===== config.mk =====
export PLATFORM = sky130hd
export DESIGN_NAME = product_accumulator
export DESIGN_NICKNAME = d
export VERILOG_FILES = /design/src/rtl/mult_pkg.sv /design/src/rtl/sat_add.sv /design/src/rtl/product_accumulator.sv
export SDC_FILE = /design/constraint.sdc
export NUM_CORES = 1
export LEC_CHECK = 0
export BUFFER_PORTS_ARGS = -buffer_cell sky130_fd_sc_hd__buf_2
export CORE_MARGIN = 2
export CORE_UTILIZATION = 44
export DETAILED_ROUTE_END_ITERATION = 10
export PLACE_DENSITY = 0.69
export SYNTH_ARGS = -nofsm -noshare
export SYNTH_HDL_FRONTEND = slang
export SYNTH_HIERARCHICAL = 1
export SYNTH_SLANG_ARGS = --single-unit

===== constraint.sdc =====
create_clock -name clk -period 4 [get_ports clk]
set_clock_uncertainty 0.15 [all_clocks]
set_input_delay 0.8 -clock clk [delete_from_list [all_inputs] [get_ports clk]]
set_output_delay 0.8 -clock clk [all_outputs]
set_load 0.02 [all_outputs]

===== src/rtl/mult_pkg.sv =====
// Shared definitions for the multiplier / accumulator datapath.
//   DATA_W        - width of one product from the 8-bit multiplier stage
//   ACC_W_DEFAULT - default accumulator / output width
//   state_e       - accumulator control states (ACCUM, HOLD)
package mult_pkg;

  localparam int unsigned DATA_W        = 8;
  localparam int unsigned ACC_W_DEFAULT = 12;

  typedef enum logic {
    StAccum = 1'b0,
    StHold  = 1'b1
  } state_e;

endpackage


===== src/rtl/sat_add.sv =====
// Adds one zero-extended product to the running sum.
// Build option: PRODUCT_ACCUMULATOR_SATURATE_EN
//   defined   - results above 2^Width-1 clamp to 2^Width-1
//   undefined - results wrap modulo 2^Width
// Ports:
//   a_i   - running sum (Width bits)
//   b_i   - unsigned product (DATA_W bits)
//   sum_o - a_i + b_i, saturated or wrapped (Width bits)
module sat_add
  import mult_pkg::*;
#(
  parameter int unsigned Width = ACC_W_DEFAULT
) (
  input  logic [Width-1:0]  a_i,
  input  logic [DATA_W-1:0] b_i,
  output logic [Width-1:0]  sum_o
);

  // One spare bit catches the carry out of the top.
  logic [Width:0] wide;

  assign wide = {1'b0, a_i} + {{(Width + 1 - DATA_W){1'b0}}, b_i};

`ifdef PRODUCT_ACCUMULATOR_SATURATE_EN
  // Once clamped the sum stays at max, since every later addend is non-negative.
  assign sum_o = wide[Width] ? {Width{1'b1}} : wide[Width-1:0];
`else
  assign sum_o = wide[Width-1:0];
`endif

endmodule


===== src/rtl/product_accumulator.sv =====
// Sums ACC_LEN unsigned Q0.8 products and presents each completed sum on a
// valid/ready output. Input is stalled while a finished sum waits downstream.
// Build option: PRODUCT_ACCUMULATOR_SATURATE_EN (saturating instead of wrapping add).
// Ports:
//   clk       - clock, rising edge
//   rst       - asynchronous active-low reset
//   clr       - synchronous discard of the partial sum (ignored in HOLD)
//   in_valid  - in_data holds a product
//   in_data   - unsigned 8-bit product
//   in_ready  - product accepted this cycle when in_valid is high
//   out_valid - out_data holds a completed sum
//   out_data  - completed sum, ACC_W bits
//   out_ready - downstream takes out_data this cycle
module product_accumulator
  import mult_pkg::*;
#(
  parameter int unsigned ACC_LEN = 8,
  parameter int unsigned ACC_W   = ACC_W_DEFAULT
) (
  input  logic              clk,
  input  logic              rst,
  input  logic              clr,
  input  logic              in_valid,
  input  logic [DATA_W-1:0] in_data,
  output logic              in_ready,
  output logic              out_valid,
  output logic [ACC_W-1:0]  out_data,
  input  logic              out_ready
);

  localparam logic [7:0] LastCnt = 8'(ACC_LEN - 1);

  state_e           state_q, state_d;
  logic [ACC_W-1:0] acc_q, acc_d;
  logic [7:0]       cnt_q, cnt_d;
  logic [ACC_W-1:0] out_data_q, out_data_d;
  logic [ACC_W-1:0] sum;

  sat_add #(
    .Width (ACC_W)
  ) u_sat_add (
    .a_i   (acc_q),
    .b_i   (in_data),
    .sum_o (sum)
  );

  always_comb begin
    state_d    = state_q;
    acc_d      = acc_q;
    cnt_d      = cnt_q;
    out_data_d = out_data_q;
    unique case (state_q)
      StAccum: begin
        if (clr) begin
          // clr wins over a simultaneous product, which is dropped.
          acc_d = '0;
          cnt_d = '0;
        end else if (in_valid) begin
          if (cnt_q == LastCnt) begin
            out_data_d = sum;
            acc_d      = '0;
            cnt_d      = '0;
            state_d    = StHold;
          end else begin
            acc_d = sum;
            cnt_d = cnt_q + 8'd1;
          end
        end
      end
      StHold: begin
        // No input is taken on the handshake edge; in_ready is low in HOLD.
        if (out_ready) begin
          state_d = StAccum;
        end
      end
    endcase
  end

  always_ff @(posedge clk or negedge rst) begin
    if (!rst) begin
      state_q    <= StAccum;
      acc_q      <= '0;
      cnt_q      <= '0;
      out_data_q <= '0;
    end else begin
      state_q    <= state_d;
      acc_q      <= acc_d;
      cnt_q      <= cnt_d;
      out_data_q <= out_data_d;
    end
  end

  assign in_ready  = (state_q == StAccum);
  assign out_valid = (state_q == StHold);
  assign out_data  = out_data_q;

endmodule


==> impl_metrics.tcl <==
set metrics [dict create \
    status "finished clean" \
    clkSlewWorstSetupHoldPaths_ns 0.07 \
    clk-insertion-delay-late_ns 0.28 \
    slew_headroom 0.3892 \
    max-clock-path-buffers 2 \
    layout_commonest_cell "dfrtp_1" \
    io_buffers 26 \
    vias 1419 \
    hold_viol_final 0 \
    post_cts_resized 0 \
    async_flop_share 1.000 \
    drive_above_1_share 0.3096 \
    finalSetupViolCount 0 \
    finalWirelength_microns 3738 \
    finalSetupTns_ns 0 \
    wl_per_cell_microns 15.01 \
    max-vdd-ir-drop_uv 190.9 \
    fmax_ghz 0.3917 \
    reg2reg_slack_ns 1.65 \
    die_w_microns 70.11 \
    hold_depth 1 \
    grt_pass1_vias 1349 \
    numCtsBuffers 5 \
    core_area_sq_um 4294 \
    rr_startpoint "acc_q[0]$_DFFE_PN0P_" \
    drv_cap 0 \
    initial_core_util 0.4478 \
    power_mw 0.7715 \
    multi_input_area_sq_um 1041 \
    num_antenna_cells 0 \
    viasPerCell 5.699 \
    grt.overflow.total 0 \
    path_max_fanout 4 \
    ys.warnings.count 6 \
    synth.avg_cell_area_sq_um 11.52 \
    grt_max_degree 34 \
    grt_pass1_wl_microns 6306 \
    post-route-drc-count 0 \
    yosys_register_bits 33 \
    reg2reg_to "out_data[8]$_DFFE_PN0P_" \
    leakage_nw 1.111 \
    hold_end "out_data[7]$_DFFE_PN0P_" \
    rr_worst_depth 7 \
    cp_cell_sequence "buf_2 > ha_1 > fa_1 > a211oi_2 > o21ai_2 > a2111oi_2 > nand4b_1 > mux2_2" \
    ant_nets 0 \
    fin_crit_ns 2.553 \
    gp_routability_congestion 0.7273 \
    fillers 404 \
    syn_area_sq_um 1923 \
    firstDrtPassIters 5 \
    critPathKind "in -> reg" \
    syn-num-nets 190 \
    grt_usage 0.1640 \
    cts_tree "built" \
    root_buffer "clkbuf_8" \
    placementRows 24 \
    cp_slowest_cell "fa_1" \
    dieHeight_microns 70.11 \
    ios 27 \
    crit_path_start_kind "input port" \
    initialDrtViolationCount 70 \
    synth-edff-count 0 \
    crit_required_ns 4.08 \
    hold_class "reg -> reg" \
    syn_to_final_growth_pct 12.88 \
    ys_types 45 \
    worst_pin_slew_ns 0.9162 \
    die_area_sq_um 4915 \
    synth_flop_cell "dfrtp_1" \
    power_density_nw_per_um2 355.4 \
    cts_sinks 33 \
    critPathCaptureType "register" \
    period_share 0.6383 \
    dp_hpwl_microns 2489 \
    cts_hold_buf 0 \
    antenna_found_initial 0 \
    netlist_instances 167 \
    worstPathArrival_ns 2.63 \
    slew_viol_final 0 \
    min_from "out_data[7]$_DFFE_PN0P_" \
    yosysSeqAreaShare 0.4294 \
    most-common-layout-cells "dfrtp_1 (33), buf_2 (26), a22o_1 (16)" \
    worst_path_largest_cell_delay_ns 0.44 \
    htree_levels 2 \
    nNetsFinal 219 \
    cts_setup_buffers 0 \
    layout.area.seq_sq_um 825.8 \
    rsz0062_at_grt "no" \
]
## synth_stat cells (2+ instances only)
master    instances  share of area
a22o_1           16          0.073
a211oi_2          2          0.013
nand4_1           2         0.0065
nand3_1           7          0.018
ha_1              9          0.059
nor3_1            2         0.0052
a31oi_1           2         0.0065
clkbuf_1          2         0.0039
a21o_1            3          0.012
dfrtp_1          33           0.43
mux2_2            4          0.023
mux2_4            9          0.070
nor2_1            7          0.014
inv_1             5         0.0098
a211oi_1          2         0.0078
o21ai_2           2         0.0091
xnor2_1           7          0.032
and3_1            4          0.013
o21bai_1          4          0.016
buf_6             2          0.012
a21oi_1           6          0.016
o21ai_0           5          0.013
nand2_1          10          0.020
## cells by family after synthesis
family                     Yosys count  share of synthesized area
AOI/OAI and AO/OA                   51                     0.2108
xor gates and xnor gates             8                    0.03644
adders and majority gates           10                    0.06897
buffers and inverters               10                    0.02928
DFF                                 33                     0.4294
muxes                               14                    0.09889
and+or+nand+nor                     41                     0.1262
## power by group
group          leakage, nW  switching, mW  internal (mW)  total, mW
clock network       0.0450          0.124          0.121      0.244
logic                0.612         0.0962         0.0697      0.166
registers            0.454         0.0125          0.349      0.361
## per-stage QoR
step           instance area, sq um  utilization  setup WS [ns]  hold slack [ns]  cells
6_report                       2171       0.5055          1.447           0.3541    249
2_1_floorplan                  1923            -          1.378           0.3300    167
4_1_cts                        2171       0.5055          1.467           0.3617    249
3_3_place_gp                   2088       0.4863          1.171           0.3411    241
5_1_grt                        2171       0.5055          1.282           0.3743    249
3_5_place_dp                   2088       0.4863          1.154           0.3412    241
## sequential cells by signal, summed over array words and instances (netlist names)
signal,count
acc_q,12
out_valid,1
cnt_q,8
out_data,12
## how the worst max path moves through the flow
| stage | startpoint | to | depth (start not counted) |
|---|---|---|---|
| floorplan | in_data[0] | out_data[6]$_DFFE_PN0P_ | 7 |
| global placement | in_data[0] | out_data[6]$_DFFE_PN0P_ | 8 |
| detailed placement | in_data[0] | out_data[6]$_DFFE_PN0P_ | 8 |
| CTS | in_data[0] | out_data[8]$_DFFE_PN0P_ | 8 |
| global route | in_data[0] | out_data[8]$_DFFE_PN0P_ | 8 |
| finish | in_data[0] | out_data[8]$_DFFE_PN0P_ | 8 |
## metal layers
metal  vias to the layer above  track usage  wire [microns]
met5                         -            0               0
met4                         0      0.05983              48
met3                         5      0.05339             129
met2                        24       0.2370            1687
met1                       704       0.2306            1872
li1                        686            -               -
## critical path: cells and delay by family
family | cells | cell delay [ns]
and+or+nand+nor | 1 | 0.17
buffers and inverters | 1 | 0.10
AOI/OAI and AO/OA | 3 | 0.75
muxes | 1 | 0.15
adders and majority gates | 2 | 0.67
## layout make-up
cell class | count | share of cell area
clock buffer | 6 | 0.03343
tap | 52 | 0.02997
inverter | 5 | 0.008646
clock inverter | 2 | 0.004611
sequential | 33 | 0.3804
multi-input combinational | 124 | 0.4795
timing repair buffer | 27 | 0.06340
Note: power is estimated with default switching activity, not from simulation.
